### src/rtl/ps2_pkg.sv
// Shared PS/2 definitions: transmitter states, command bytes and default timing.
package ps2_pkg;

  typedef enum logic [2:0] {
    IDLE    = 3'd0,
    INHIBIT = 3'd1,
    START   = 3'd2,
    BITS    = 3'd3,
    ACK     = 3'd4,
    RELEASE = 3'd5
  } ps2_state_e;

  localparam logic [7:0] PS2_CMD_LED   = 8'hED;
  localparam logic [7:0] PS2_CMD_ECHO  = 8'hEE;
  localparam logic [7:0] PS2_CMD_RESET = 8'hFF;

  // 20 x 6.4 us = 128 us clock inhibit; 2500 x 6.4 us = 16 ms frame timeout.
  localparam int PS2_INHIBIT_CYCLES = 20;
  localparam int PS2_TIMEOUT_CYCLES = 2500;

endpackage

### src/rtl/ps2_host_tx_if.sv
// System-side command handshake of the PS/2 host transmitter.
interface ps2_host_tx_if;
  logic [7:0] TX_DATA;
  logic       TX_REQ;
  logic       TX_BUSY;
  logic       TX_DONE;
  logic       TX_ERR;

  modport master (output TX_DATA, TX_REQ, input TX_BUSY, TX_DONE, TX_ERR);
  modport slave  (input TX_DATA, TX_REQ, output TX_BUSY, TX_DONE, TX_ERR);
endinterface

### src/rtl/ps2_line_sync.sv
// Two-flop synchroniser for one open-collector PS/2 line plus a falling-edge
// detector. Lines idle high, so the flops reset to 1 to avoid a false edge.
module ps2_line_sync (
  input  logic DLY_CLK,
  input  logic RESET_N,
  input  logic line_i,
  output logic level_o,
  output logic fe_o
);

  logic [2:0] sync_q;

  // Shift the raw line through the synchroniser; bit 2 keeps the previous level.
  always_ff @(posedge DLY_CLK or negedge RESET_N) begin
    if (!RESET_N) sync_q <= 3'b111;
    else          sync_q <= {sync_q[1:0], line_i};
  end

  assign level_o = sync_q[1];
  assign fe_o    = sync_q[2] & ~sync_q[1];

endmodule

### src/rtl/ps2_host_tx.sv
// PS/2 host-to-device transmitter: clock inhibit, start bit, 8 data bits LSB
// first, odd parity, stop bit, then device ACK check, with a frame timeout.
module ps2_host_tx
  import ps2_pkg::*;
#(
  parameter int INHIBIT_CYCLES = PS2_INHIBIT_CYCLES,
  parameter int TIMEOUT_CYCLES = PS2_TIMEOUT_CYCLES
) (
  input  logic           DLY_CLK,
  input  logic           RESET_N,
  ps2_host_tx_if.slave   sys,
  input  logic           PS2_CLK_IN,
  input  logic           PS2_DAT_IN,
  output logic           PS2_CLK_OE,
  output logic           PS2_DAT_OE
);

  localparam int CNT_MAX = (INHIBIT_CYCLES > TIMEOUT_CYCLES) ? INHIBIT_CYCLES : TIMEOUT_CYCLES;
  localparam int CW      = $clog2(CNT_MAX);
  localparam logic [CW-1:0] INH_LAST = CW'(INHIBIT_CYCLES - 1);
  localparam logic [CW-1:0] TO_LAST  = CW'(TIMEOUT_CYCLES - 1);

  ps2_state_e  state_q, state_d;
  logic [CW-1:0] cnt_q, cnt_d;
  logic [3:0]  bitcnt_q, bitcnt_d;
  logic [9:0]  shift_q, shift_d;
  logic        dat_q, dat_d;
  logic        done_q, done_d;
  logic        err_q, err_d;

  logic clk_s, clk_fe, dat_s, dat_fe_unused;

  // Saturating increment: the counter parks at all-ones instead of wrapping.
  function automatic logic [CW-1:0] sat_inc(input logic [CW-1:0] v);
    return (v == {CW{1'b1}}) ? v : v + CW'(1);
  endfunction

  ps2_line_sync u_clk_sync (
    .DLY_CLK (DLY_CLK), .RESET_N (RESET_N), .line_i (PS2_CLK_IN),
    .level_o (clk_s),   .fe_o    (clk_fe)
  );

  ps2_line_sync u_dat_sync (
    .DLY_CLK (DLY_CLK), .RESET_N (RESET_N), .line_i (PS2_DAT_IN),
    .level_o (dat_s),   .fe_o    (dat_fe_unused)
  );

  // State and datapath registers; reset releases both lines immediately.
  always_ff @(posedge DLY_CLK or negedge RESET_N) begin
    if (!RESET_N) begin
      state_q  <= IDLE;
      cnt_q    <= '0;
      bitcnt_q <= '0;
      shift_q  <= '0;
      dat_q    <= 1'b0;
      done_q   <= 1'b0;
      err_q    <= 1'b0;
    end else begin
      state_q  <= state_d;
      cnt_q    <= cnt_d;
      bitcnt_q <= bitcnt_d;
      shift_q  <= shift_d;
      dat_q    <= dat_d;
      done_q   <= done_d;
      err_q    <= err_d;
    end
  end

  // Next-state logic: frame sequencing, bit shifting and timeout handling.
  always_comb begin
    state_d  = state_q;
    cnt_d    = cnt_q;
    bitcnt_d = bitcnt_q;
    shift_d  = shift_q;
    dat_d    = dat_q;
    done_d   = 1'b0;
    err_d    = 1'b0;
    case (state_q)
      IDLE: begin
        dat_d = 1'b0;
        if (sys.TX_REQ) begin
          state_d = INHIBIT;
          cnt_d   = '0;
          shift_d = {1'b1, ~^sys.TX_DATA, sys.TX_DATA};
        end
      end
      INHIBIT: begin
        if (cnt_q == INH_LAST) state_d = START;
        else                   cnt_d   = sat_inc(cnt_q);
      end
      START: begin
        state_d  = BITS;
        cnt_d    = '0;
        bitcnt_d = '0;
        dat_d    = 1'b1;  // keep the start bit on the line until FE #1
      end
      BITS, ACK, RELEASE: begin
        cnt_d = sat_inc(cnt_q);
        if (cnt_q == TO_LAST) begin
          state_d = IDLE;
          dat_d   = 1'b0;
          err_d   = 1'b1;
        end else if (state_q == BITS) begin
          if (clk_fe) begin
            dat_d    = ~shift_q[0];
            shift_d  = {1'b1, shift_q[9:1]};
            bitcnt_d = bitcnt_q + 4'd1;
            if (bitcnt_q == 4'd9) state_d = ACK;
          end
        end else if (state_q == ACK) begin
          if (clk_fe) begin
            if (!dat_s) state_d = RELEASE;
            else begin
              state_d = IDLE;
              err_d   = 1'b1;
            end
          end
        end else if (clk_s && dat_s) begin
          state_d = IDLE;
          done_d  = 1'b1;
        end
      end
      default: begin
        state_d = IDLE;
        dat_d   = 1'b0;
      end
    endcase
  end

  assign sys.TX_BUSY = (state_q != IDLE);
  assign sys.TX_DONE = done_q;
  assign sys.TX_ERR  = err_q;
  assign PS2_CLK_OE  = (state_q == INHIBIT) || (state_q == START);
  assign PS2_DAT_OE  = (state_q == START) || dat_q;

endmodule

### src/flat_wrapper.sv
// flat-port wrapper written by rule: the top's interface ports become plain ports
module ps2_host_tx_flat import ps2_pkg::*;
#(
  parameter int INHIBIT_CYCLES = PS2_INHIBIT_CYCLES,
  parameter int TIMEOUT_CYCLES = PS2_TIMEOUT_CYCLES
)
  (DLY_CLK, RESET_N, PS2_CLK_IN, PS2_DAT_IN, PS2_CLK_OE, PS2_DAT_OE, sys_TX_DATA, sys_TX_REQ, sys_TX_BUSY, sys_TX_DONE, sys_TX_ERR);
  ps2_host_tx_if sys_i ();
  input  logic DLY_CLK;
  input  logic RESET_N;
  input  logic PS2_CLK_IN;
  input  logic PS2_DAT_IN;
  output logic PS2_CLK_OE;
  output logic PS2_DAT_OE;
  input wire logic [$bits(sys_i.TX_DATA)-1:0] sys_TX_DATA;
  input wire logic [$bits(sys_i.TX_REQ)-1:0] sys_TX_REQ;
  output wire logic [$bits(sys_i.TX_BUSY)-1:0] sys_TX_BUSY;
  output wire logic [$bits(sys_i.TX_DONE)-1:0] sys_TX_DONE;
  output wire logic [$bits(sys_i.TX_ERR)-1:0] sys_TX_ERR;
  assign sys_i.TX_DATA = sys_TX_DATA;
  assign sys_i.TX_REQ = sys_TX_REQ;
  assign sys_TX_BUSY = sys_i.TX_BUSY;
  assign sys_TX_DONE = sys_i.TX_DONE;
  assign sys_TX_ERR = sys_i.TX_ERR;
  ps2_host_tx #(.INHIBIT_CYCLES(INHIBIT_CYCLES), .TIMEOUT_CYCLES(TIMEOUT_CYCLES)) u_core (.DLY_CLK(DLY_CLK), .RESET_N(RESET_N), .sys(sys_i), .PS2_CLK_IN(PS2_CLK_IN), .PS2_DAT_IN(PS2_DAT_IN), .PS2_CLK_OE(PS2_CLK_OE), .PS2_DAT_OE(PS2_DAT_OE));
endmodule
### config.mk
export PLATFORM = sky130hd
export DESIGN_NAME = ps2_host_tx_flat
export DESIGN_NICKNAME = d
export VERILOG_FILES = /design/src/rtl/ps2_pkg.sv /design/src/rtl/ps2_host_tx_if.sv /design/src/rtl/ps2_line_sync.sv /design/src/rtl/ps2_host_tx.sv /design/src/flat_wrapper.sv
export SDC_FILE = /design/constraint.sdc
export NUM_CORES = 1
export LEC_CHECK = 0
export BUFFER_PORTS_ARGS = -buffer_cell sky130_fd_sc_hd__buf_4
export CAP_MARGIN = 20
export CORE_UTILIZATION = 48
export CTS_CLUSTER_DIAMETER = 120
export CTS_CLUSTER_SIZE = 28
export DETAILED_ROUTE_END_ITERATION = 8
export PLACE_DENSITY = 0.66
export SLEW_MARGIN = 15
export SYNTH_ARGS = -nofsm -noshare
export SYNTH_HDL_FRONTEND = slang
export SYNTH_SLANG_ARGS = --single-unit
### constraint.sdc
create_clock -name DLY_CLK -period 6 [get_ports DLY_CLK]
set_clock_uncertainty 0.1 [all_clocks]
set_input_delay 0.3 -clock DLY_CLK [delete_from_list [all_inputs] [get_ports DLY_CLK]]
set_output_delay 0.3 -clock DLY_CLK [all_outputs]
set_load 0.02 [all_outputs]
# --- Yosys cells after proc, flatten, opt, wreduce, memory -nomap -nowiden ---
# Index checks and enable logic that the tools add are counted.
totals:
  reg_bits: 37
  in_bits: 13
  output_inout_bits: 5
  elab_cells: 90
classes:
  n_addsub: 2
  n_eq_ne: 21
  muxes: 39
  bitwise: 4
  reduce_logical: 15
op_table:
  columns: ["op", "count"]
  rows:
  - ["one-hot mux 12 bit (4 select lines)", 1]
  - ["two-way mux 10 bit", 4]
  - ["two-way mux 12 bit", 3]
  - ["two-way mux 3 bit", 10]
  - ["== test 12 bit (second input constant)", 2]
  - ["one-hot mux 10 bit (2 select lines)", 1]
  - ["two-way mux 1 bit", 14]
  - ["adder 12 x 1 -> 12 bit (second input constant)", 1]
  - ["== test 12 x 5 -> 1 bit (second input constant)", 1]
  - ["two-way mux 4 bit", 3]
  - ["one-hot mux 3 bit (4 select lines)", 1]
  - ["!= test 4 x 2 -> 1 bit (second input constant)", 2]
  - ["one-hot mux 4 bit (2 select lines)", 1]
  - ["XNOR reduction 8 bit", 1]
  - ["== test 3 x 2 -> 1 bit (second input constant)", 2]
  - ["== test 3 bit (second input constant)", 2]
  - ["!= test 2 x 1 -> 1 bit (second input constant)", 3]
  - ["!= test 2 bit (second input constant)", 3]
  - ["!= test 3 x 1 -> 1 bit (second input constant)", 2]
  - ["AND reduction 3 bit", 2]
  - ["AND reduction 6 bit", 1]
  - ["!= test 5 x 1 -> 1 bit (second input constant)", 1]
  - ["AND reduction 5 bit", 1]
  - ["adder 4 x 1 -> 4 bit (second input constant)", 1]
  - ["other kinds (14)", 18]

# --- Depth between registers and ports, before layout ---
# Gate-level depths: netlist (run 1).
depth:
  depth_word: 7
  ltp_mapped: 8
  mapped_depth_nobuf: 7

# --- Modules after synthesis ---
# A second synthesis (run 1) with hierarchy kept.
unflattened:
  cells_unflattened: 217
  hier_area_um2: 2169.6
by_module_without_submodules:
  columns: ["module", "n_inst", "cells_each", "area_each_um2", "seq_area_each_um2"]
  rows:
  - ["ps2_host_tx", 1, 209, 1984.4, 800.8]
  - ["ps2_line_sync", 2, 4, 92.6, 78.8]

# --- Least setup slack after synthesis (run 1) ---
# No wires, ideal clock.
synth_timing:
  path_type: "flip-flop to flip-flop"
  startpoint: "reg u_core.cnt_q[3]"
  endpoint: "reg u_core.shift_q[6]"
  setup_time_ns: 0.126
  arrival_time_ns: 2.040
  setup_slack_ns: 3.734
  path_stages_with_launch: 7
  n_path_buf: 2
  period_less_slack_ns: 2.266
  path_cell_list: "dfrtp_1 -> or4_4 -> or4_1 -> buf_2 -> o21ai_4 -> buf_6 -> o21ai_0"
synth_between:
  elab_chain_cells: 3
synth_lines:
  columns: ["element", "line", "text"]
  rows:
  - ["start, declared", "ps2_host_tx.sv:24", "logic [CW-1:0] cnt_q, cnt_d;"]
  - ["start signal, assigned", "ps2_host_tx.sv:60", "cnt_q <= cnt_d;"]
  - ["== test 12 bit", "ps2_host_tx.sv:99", "if (cnt_q == TO_LAST) begin"]
  - ["!= test 2 bit (no line)", null, null]
  - ["AND reduction 5 bit (no line)", null, null]
  - ["end signal, assigned", "ps2_host_tx.sv:62", "shift_q <= shift_d;"]
  - ["end, declared", "ps2_host_tx.sv:26", "logic [9:0] shift_q, shift_d;"]
# Every way passes these cells.
# A chain may end at the register's enable or synchronous reset.

# --- Final worst setup path (run 1) ---
layout_timing:
  startpoint: "reg u_core.cnt_q[3]"
  endpoint: "reg u_core.shift_q[4]"
# Same word-level chain as after synthesis.

==> results of run 1 <==
## cell type report
class / instances / area, um^2 / share of cell area (%)
inverter: 2 / 7.51 / 0.325
tap: 50 / 62.6 / 2.71
multi-input combinational: 176 / 1060 / 45.9
clock inverter: 1 / 5.00 / 0.217
sequential: 37 / 932 / 40.4
clock buffer: 7 / 96.3 / 4.17
timing repair buffer: 19 / 145 / 6.29
## cells by family (layout without fill, tap and decap cells)
logic type	count (synthesis)	after routing	synth area share, %
flops	37	37	45.5
simple gates	97	97	24.3
mux	8	8	3.91
fa+ha+maj	3	3	1.83
buf+inv	12	29	2.69
xor+xnor	10	10	4.28
compound gates	58	58	17.4
## state kept, by name, indices dropped and copies added (netlist names)
name / cells
u_core.cnt_q: 12
u_core.shift_q: 10
u_core.bitcnt_q: 4
u_core.state_q: 3
u_core.u_clk_sync.sync_q: 3
u_core.u_dat_sync.sync_q: 2
u_core.dat_q: 1
u_core.sys.TX_DONE: 1
u_core.sys.TX_ERR: 1
## where the power goes
part | switching (uW) | total (uW) | internal [uW]
logic | 12.5 | 25.6 | 13.0
clock network | 89.1 | 193 | 104
registers | 1.45 | 254 | 252
## path summary, 6_finish.rpt
path / endpoint / cells after the start / from
max: u_core.shift_q[4] / 4 / u_core.cnt_q[3]
min: u_core.u_dat_sync.sync_q[0] / 1 / PS2_DAT_IN
max reg2reg: u_core.shift_q[4] / 4 / u_core.cnt_q[3]
min reg2reg: u_core.u_clk_sync.sync_q[1] / 0 / u_core.u_clk_sync.sync_q[0]
max in group asynchronous: u_core.u_clk_sync.sync_q[2] / 2 / RESET_N
min in group asynchronous: u_core.cnt_q[8] / 2 / RESET_N
## layout by cell type (no fill, tap or decap), types with 3 or more instances in the layout
cell type and n:
xor2_1 3, a21oi_1 13, buf_4 18, mux2i_1 8, nand3_1 11, ha_1 3
o21ai_0 30, nand2b_1 8, nand2_1 29, or2_2 3, nor3_1 4, o31ai_1 3
xnor2_1 7, clkbuf_8 7, dfstp_2 5, dfrtp_1 32, and3_1 4, or3_1 3
nor2_1 19
## per-stage QoR
step	hold WS [ns]	setup slack, ns	utilization [%]	area, um^2
6_report	0.0114	3.48	56.9	2310
4_1_cts	0.00604	3.47	56.9	2310
5_1_grt	0.000464	3.30	56.9	2310
3_3_place_gp	0.188	3.54	54.1	2200
3_5_place_dp	0.195	3.48	54.1	2200
2_1_floorplan	-0.0956	3.73	-	2050
## synthesized netlist by cell type, types with 3 or more instances
cell type | number | area [um^2]
and3_1 | 4 | 25.0
clkbuf_1 | 7 | 26.3
nand2b_1 | 8 | 50.1
o21ai_0 | 30 | 150
a21oi_1 | 13 | 65.1
dfrtp_1 | 32 | 801
nor2_1 | 19 | 71.3
or3_1 | 3 | 18.8
or2_2 | 3 | 18.8
ha_1 | 3 | 37.5
mux2i_1 | 8 | 80.1
nand3_1 | 11 | 55.1
nor3_1 | 4 | 20.0
xnor2_1 | 7 | 61.3
dfstp_2 | 5 | 131
nand2_1 | 29 | 109
o31ai_1 | 3 | 22.5
xor2_1 | 3 | 26.3
## layer usage
layer	track usage [%]	wire [um]	vias to the layer above	part of all wire, %
met1	31.4	2080	778	50
li1	-	-	835	-
met5	0	0	-	0
met4	6.38	55	0	1.3
met3	5.57	202	5	4.9
met2	28.7	1800	39	43
==> run_results.csv, run 1 <==
group,metric,value,unit
cells_and_area,drive_gt1_share,17.4,%
die,coreArea,4060,um^2
clock_tree,cts_tree,"yes",
clock_tree,clk_latency,0.29,ns
route,via_count,1657,
worst_setup_path,critPathKind,"reg -> reg",
global_routing,first_global_vias,1472,
synth,synth_edf_count,0,
clock_tree,numCtsBuffers,5,
worst_setup_path,cp_cell_sequence,"or4_4 -> or4_1 -> o21ai_4 -> o21ai_0",
cells_and_area,area_growth,12.8,%
die,start_util,50.4,%
route,wire_per_inst,14.2,um
synth,syn_avg_cell_area,9.10,um^2
cells_and_area,nets,257,
synth,syn_inst,225,
clock_tree,post_cts_buffers,0,
clock_tree,cts_resized,0,
global_routing,track_usage,20.9,%
global_routing,gr-total-overflow,0,
sta,max-slew-margin-rel,46.0,%
cells_and_area,fillers,352,
route,ant_nets,0,
pwr,ir_drop,120,uV
route,drc,0,
global_routing,antenna_found_initial,0,
die,io_pins,18,
pwr,power_density,205,nW/um^2
sta,worst_slew_pin_slew,0.802,ns
placement,io_buffers,17,
worst_setup_path,critPathMaxStageDelay,0.69,ns
route,dr.pass1.iters,4,
die,die_h,67.3,um
route,detail_route.iter0.violations,178,
sta,setup_violations,0,
placement,dpl.hpwl,2.83,mm
worst_setup_path,end_kind,"flop",
worst_setup_path,required,6.05,ns
sta,drv_slew,0,
synth,yosys_warnings,0,
die,dieArea,4530,um^2
clock_tree,cts_hold_buf,1,
worst_hold_path,hold_path_class,"in -> reg",
synth,netlist_area,2050,um^2
worst_setup_path,slowest_stage,"or4_1",
worst_setup_path,crit_path_start_kind,"flop",
synth,synth_nets,241,
synth,ys_async_sr_fraction,100,%
global_routing,grt_first_pass_wirelength,7.02,mm
clock_tree,clock_path_buffers,2,
sta,period_share,42.0,%
die,num_rows,23,
clock_tree,clockRootBuffer,"clkbuf_8",
clock_tree,path_clk_slew,0.07,ns
synth,ys_seq_area_share,45.5,%
route,via_per_inst,5.67,
cells_and_area,n_antenna_cell,0,
worst_setup_path,worstPathMaxFanout,18,
sta,hold_viol_final,0,
synth,yosysUniqueCellTypes,43,
sta,min_period,2.52,ns
global_routing,grt_start_max_net_pins,38,
cells_and_area,layoutNonFillerInstCount,292,
clock_tree,htreeDepth,2,
job,maxCapViolations,0,
placement,globalplace.congestion,0.873,
sta,tns,0,ns
run_status,outcome,"finished clean",
route,wirelength,4.14,mm
sta,fmax,0.397,GHz
pwr,finalPower,472,uW
sta,rsz0062_at_grt,"false",
synth,ys_seq_elements,37,
worst_setup_path,cp_data_arrival_time,2.58,ns
clock_tree,cts_sinks,37,
worst_setup_path,rrSetupSlack,3.48,ns
worst_setup_path,path_delay_family,"simple AND/OR/NAND/NOR gates",
synth,yosys_most_used_dff,"dfrtp_1",
pwr,leakage,0.00101,uW
die,die_w,67.3,um
worst_setup_path,path_buf_inv,0,
placement,dp_cells,283,
No activity file was read; power rests on OpenSTA's default activity.
==> inputs of run 2 (changes only) <==
ABC_AREA = 1   (was unset)
PLACE_DENSITY = 0.69   (was 0.66)
clock period = 2.1 ns   (was 6 ns; I/O delays follow)
==> run 2 against run 1 <==
Critical path depth unchanged. Die area up 13%. Clock power rose to 3.4 times the previous value. Global-route usage down 0.30 points. Cell area up 13%. Sequential share of layout area down 4.7 points. Synthesized cell count up 41%. Total power rose to 6.1 times the previous value. First-iteration DRC count down 43%. Flip-flop and latch count unchanged. Critical path type is now reg -> out. Critical endpoint is now PS2_CLK_OE.
==> run_results.csv, run 2 <==
group,metric,value,unit
synth,synth_edf_count,0,
clock_tree,clockRootBuffer,"clkbuf_8",
placement,dpl.hpwl,3.29,mm
clock_tree,htreeDepth,2,
synth,yosysTopAreaCell,"dfrtp_1",
worst_setup_path,required,1.89,ns
sta,tns,0,ns
cells_and_area,drive_gt1_share,14.4,%
cells_and_area,area_growth,12.7,%
die,io_pins,18,
synth,ys_seq_elements,37,
cells_and_area,n_antenna_cell,0,
cells_and_area,nets,356,
synth,ys_seq_area_share,40.1,%
placement,dp_cells,382,
global_routing,grt_first_pass_wirelength,8.31,mm
placement,place_area,2470,um^2
worst_hold_path,hold_path_class,"in -> reg",
die,die_h,71.6,um
worst_setup_path,worstPathMaxFanout,9,
synth,syn_inst,318,
sta,min_period,1.82,ns
route,via_count,2011,
die,coreArea,4500,um^2
die,start_util,51.6,%
sta,hold_viol_final,0,
sta,rsz0062_at_grt,"false",
die,dieArea,5120,um^2
clock_tree,cts_sinks,37,
pwr,power_density,1100,nW/um^2
synth,yosys_warnings,0,
sta,worst_slew_pin_slew,0.459,ns
cells_and_area,largest_register,"u_core.cnt_q",
clock_tree,clock_path_buffers,2,
worst_setup_path,critPathKind,"reg -> out",
route,ant_nets,0,
cells_and_area,layoutNonFillerInstCount,393,
cells_and_area,final_area,2620,um^2
clock_tree,path_clk_slew,0.08,ns
route,wirelength,4.60,mm
route,dr.pass1.iters,4,
global_routing,gr-total-overflow,0,
sta,fmax,0.550,GHz
placement,io_buffers,17,
synth,ys_async_sr_fraction,100,%
cells_and_area,layout_commonest_cell,"nand2_1",
synth,yosysMostFrequentCell,"nand2_1",
clock_tree,clk_latency,0.29,ns
global_routing,track_usage,20.6,%
cells_and_area,reg.largest.list,"u_core.cnt_q (12), u_core.shift_q (10), u_core.bitcnt_q (4)",
sta,max-slew-margin-rel,69.4,%
cells_and_area,largest_register_ffs,12,
worst_setup_path,cp_data_arrival_time,1.61,ns
cells_and_area,layout_common_cells,"125 x nand2_1, 34 x nor2_1, 31 x dfrtp_1",
synth,yosysUniqueCellTypes,32,
synth,synth_top_area_share,34.5,%
run_status,outcome,"finished clean",
route,wire_per_inst,11.7,um
clock_tree,cts_tree,"yes",
pwr,ir_drop,673,uV
sta,setup_violations,0,
synth,syn_avg_cell_area,7.31,um^2
placement,globalplace.congestion,0.879,
clock_tree,numCtsBuffers,5,
synth,netlist_area,2320,um^2
worst_setup_path,end_kind,"primary output",
global_routing,grt_start_max_net_pins,38,
sta,drv_slew,0,
route,detail_route.iter0.violations,101,
global_routing,antenna_found_initial,0,
route,via_per_inst,5.12,
synth,synth_nets,334,
synth,synth_common_cells,"125 x nand2_1, 34 x nor2_1, 32 x dfrtp_1",
die,num_rows,24,
die,die_w,71.6,um
sta,period_share,86.5,%
worst_setup_path,crit_path_start_kind,"flop",
synth,synth_area_leaders,"dfrtp_1 34%, nand2_1 20%, dfstp_2 5.7%, nor2_1 5.5%, nand3_1 4.5%",
job,maxCapViolations,0,
clock_tree,post_cts_buffers,0,
route,drc,0,
pwr,leakage,0.00132,uW
global_routing,first_global_vias,1916,
synth,yosys_most_used_dff,"dfrtp_1",
## run 2: changes by cell type after synthesis, moves of 3 or more
cell | before | now
nand2_1 | 29 | 125
inv_1 | 2 | 24
o21ai_0 | 30 | 11
nor2_1 | 19 | 34
nand3_1 | 11 | 21
a21oi_1 | 13 | 4
nand2b_1 | 8 | 0
clkbuf_1 | 7 | 0
nand4_1 | 1 | 7
and3_1 | 4 | 0
buf_4 | 0 | 3
o31ai_1 | 3 | 0
or3_1 | 3 | 0
xor2_1 | 3 | 6
## run 2: layout make-up
type,count,area [um^2]
fillers,424,1890
multi-input cells,248,1230
flip-flops and latches,37,933
repair buffers,21,165
inverters,27,103
clock buffers,6,82.6
well taps,52,65.1
clock inverters,2,37.5
## run 2: worst max-delay path, stage by stage (launching register included)
cell and delay (ns):
dfrtp_1 0.56, clkinv_2 0.18, nand3_1 0.28, nand2_1 0.12
buf_4 0.17
## run 2: timing repair
item / in CTS / in global routing
gates resized for setup: 0 / 1
endpoints found under the setup margin: 0 / 1
endpoints found under the hold margin: 34 / 0
hold buffers: 3 / 0
## run 2: stage by stage
| stage | worst slack, ns | util, % | power (uW) | hold slack (ns) |
|---|---|---|---|---|
| global placement | 0.330 | 54.8 | 2210 | -0.00731 |
| finish | 0.283 | 58.1 | 2880 | 0.0241 |
| floorplan | 0.481 | - | 1980 | -0.291 |
| detailed placement | 0.260 | 54.8 | 2230 | -0.000551 |
| CTS | 0.243 | 58.1 | 2910 | 0.0249 |
| global route | 0.0734 | 58.1 | 3120 | 0.0600 |
## run 2: per-layer routing
layer | track usage, % | share of wire (%)
met5 | 0 | 0
met4 | 6.97 | 1.4
met3 | 4.78 | 5.5
met2 | 33.0 | 43
met1 | 27.6 | 50
## run 2: cells by family (layout without fill, tap and decap cells)
family | after synthesis | count (layout) | synth area share, %
AO/OA/AOI/OAI | 19 | 19 | 4.52
XOR/XNOR | 11 | 11 | 4.15
adder cells (fa/ha/maj) | 3 | 3 | 1.62
buffers and inverters | 33 | 56 | 6.84
flip-flops | 37 | 37 | 40.1
multiplexers | 8 | 8 | 3.45
AND/OR/NAND/NOR | 207 | 207 | 39.3
## run 2: power breakdown
part           switching [uW]  internal, uW
clock network             265           386
logic                     763           432
registers                 160           877
## run 2: final timing paths
check                                       startpoint                     endpoint  slack [ns]  cells after the start
max                                  u_core.state_q[2]                   PS2_CLK_OE        0.28                      4
min                                     sys_TX_DATA[5]            u_core.shift_q[5]        0.02                      3
max reg2reg                            u_core.cnt_q[0]           u_core.bitcnt_q[2]        0.31                      8
min reg2reg                u_core.u_dat_sync.sync_q[0]  u_core.u_dat_sync.sync_q[1]        0.26                      0
max in group asynchronous                      RESET_N  u_core.u_clk_sync.sync_q[1]        1.34                      2
min in group asynchronous                      RESET_N              u_core.cnt_q[7]        0.21                      2
==> inputs of run 3 (changes only) <==
CORE_ASPECT_RATIO = 0.75   (was unset)
==> run 3 against run 2 <==
Register-to-register slack got worse by 0.09 ns. Via count fell by 4.0%. Maximum frequency fell by 3.2%. Total power fell by 3.8%. Cell count rose by 1.3%. Non-clock buffer count did not move. Global-route usage fell by 0.062 points. Combinational power barely moved. Die area barely moved. Utilization fell by 0.83 points. Worst hold slack improved by 0.0078 ns.
==> run_results.csv, run 3 (same netlist as run 2, synthesis figures left out) <==
group,metric,value,unit
run_status,outcome,"finished clean",
route,ant_nets,0,
global_routing,track_usage,20.5,%
clock_tree,cts_sinks,37,
pwr,finalPower,2770,uW
clock_tree,clockRootBuffer,"clkbuf_8",
worst_hold_path,min_to,"u_core.shift_q[5]",
clock_tree,clk_latency,0.29,ns
route,drc,0,
cells_and_area,drive_gt1_share,14.1,%
worst_setup_path,worstPathMaxFanout,9,
worst_setup_path,required,2.19,ns
cells_and_area,largest_register,"u_core.cnt_q",
worst_setup_path,rrSetupSlack,0.22,ns
clock_tree,cts_tree,"yes",
worst_setup_path,end_kind,"flop",
worst_hold_path,holdCritStartpoint,"sys_TX_DATA[5]",
clock_tree,numCtsBuffers,5,
placement,dpl.hpwl,3.23,mm
die,die_h,62.3,um
die,die_w,82.3,um
sta,max-slew-margin-rel,68.1,%
die,num_rows,21,
cells_and_area,n_antenna_cell,0,
global_routing,grt_start_max_net_pins,38,
global_routing,antenna_found_initial,0,
route,via_count,1931,
route,via_per_inst,4.85,
placement,globalplace.congestion,0.918,
route,wirelength,4.52,mm
die,io_pins,18,
global_routing,first_global_vias,1729,
die,start_util,51.1,%
sta,min_period,1.88,ns
cells_and_area,layout_common_cells,"125 x nand2_1, 34 x nor2_1, 32 x dfrtp_1",
placement,io_buffers,17,
worst_setup_path,reg2regPathDepth,8,
route,detail_route.iter0.violations,108,
worst_setup_path,crit_path_start_kind,"flop",
worst_setup_path,cp_data_arrival_time,1.96,ns
die,coreArea,4550,um^2
global_routing,gr-total-overflow,0,
sta,fmax,0.533,GHz
route,dr.pass1.iters,4,
clock_tree,htreeDepth,2,
worst_setup_path,regToRegStartpoint,"u_core.cnt_q[0]",
cells_and_area,largest_register_ffs,12,
placement,place_area,2470,um^2
sta,hold_viol_final,0,
global_routing,grt_first_pass_wirelength,8.07,mm
sta,period_share,89.3,%
clock_tree,post_cts_buffers,0,
die,dieArea,5130,um^2
job,maxCapViolations,0,
worst_hold_path,min_delay_path_depth,3,
worst_setup_path,critPathKind,"reg -> reg",
worst_setup_path,r2r-end,"u_core.bitcnt_q[2]",
clock_tree,clock_path_buffers,2,
route,wire_per_inst,11.4,um
pwr,leakage,0.00132,uW
pwr,ir_drop,579,uV
cells_and_area,nets,356,
sta,setup_violations,0,
cells_and_area,final_area,2610,um^2
sta,worst_slew_pin_slew,0.478,ns
clock_tree,path_clk_slew,0.08,ns
sta,tns,0,ns
worst_hold_path,hold_path_class,"in -> reg",
sta,drv_slew,0,
cells_and_area,area_growth,12.1,%
pwr,power_density,1070,nW/um^2
cells_and_area,reg.largest.list,"u_core.cnt_q (12), u_core.shift_q (10), u_core.bitcnt_q (4)",
cells_and_area,layout_commonest_cell,"nand2_1",
sta,rsz0062_at_grt,"false",
run 3: cell type report:
cell class	instances	area, um^2
well taps	57	71.3
clock inverters	1	5.00
multi-input cells	248	1230
repair buffers	21	165
inverters	27	103
flip-flops and latches	37	932
clock buffers	7	96.3
fillers	434	1940
run 3: power by group:
| part | internal [uW] | switching [uW] | leakage [uW] |
|---|---|---|---|
| clock network | 297 | 258 | 0.0000542 |
| logic | 431 | 758 | 0.000794 |
| registers | 875 | 155 | 0.000473 |
run 3: worst max-delay path by stage:
stage               startpoint                  to
2_1_floorplan  u_core.cnt_q[0]  u_core.bitcnt_q[3]
3_3_place_gp   u_core.cnt_q[0]  u_core.bitcnt_q[2]
3_5_place_dp   u_core.cnt_q[0]  u_core.bitcnt_q[2]
4_1_cts        u_core.cnt_q[0]  u_core.bitcnt_q[2]
5_1_grt        u_core.cnt_q[0]  u_core.bitcnt_q[2]
6_report       u_core.cnt_q[0]  u_core.bitcnt_q[2]
run 3: critical path, stage by stage, from the launching register on:
cell and delay, ns:
dfrtp_1 0.47, ha_1 0.26, nand2_1 0.12, nor2_4 0.15, nand3_2 0.19, nand2_1 0.12, nand2_1 0.12, a21oi_1 0.18
nor2_1 0.06
run 3: repair_timing:
item                      CTS  global route
hold endpoints to repair   34             0
hold buffers                3             0
resized for setup           0             0
run 3: per-layer routing:
layer  vias to the layer above  track usage [%]  part of all wire, %
li1                       1049                -                    -
met1                       839             34.0                   57
met2                        37             25.8                   38
met3                         6             4.41                  3.9
met4                         0             5.92                  1.0
met5                         -                0                    0
run 3: stage by stage:
step                std cells  setup slack [ns]  utilization [%]  hold slack (ns)
global route              398            0.0403             57.3           0.0279
global placement          387             0.337             54.4         -0.00243
detailed placement        387             0.244             54.4         -0.00149
CTS                       398             0.228             57.3           0.0285
finish                    398             0.224             57.3           0.0318
floorplan                 318             0.481                -           -0.291
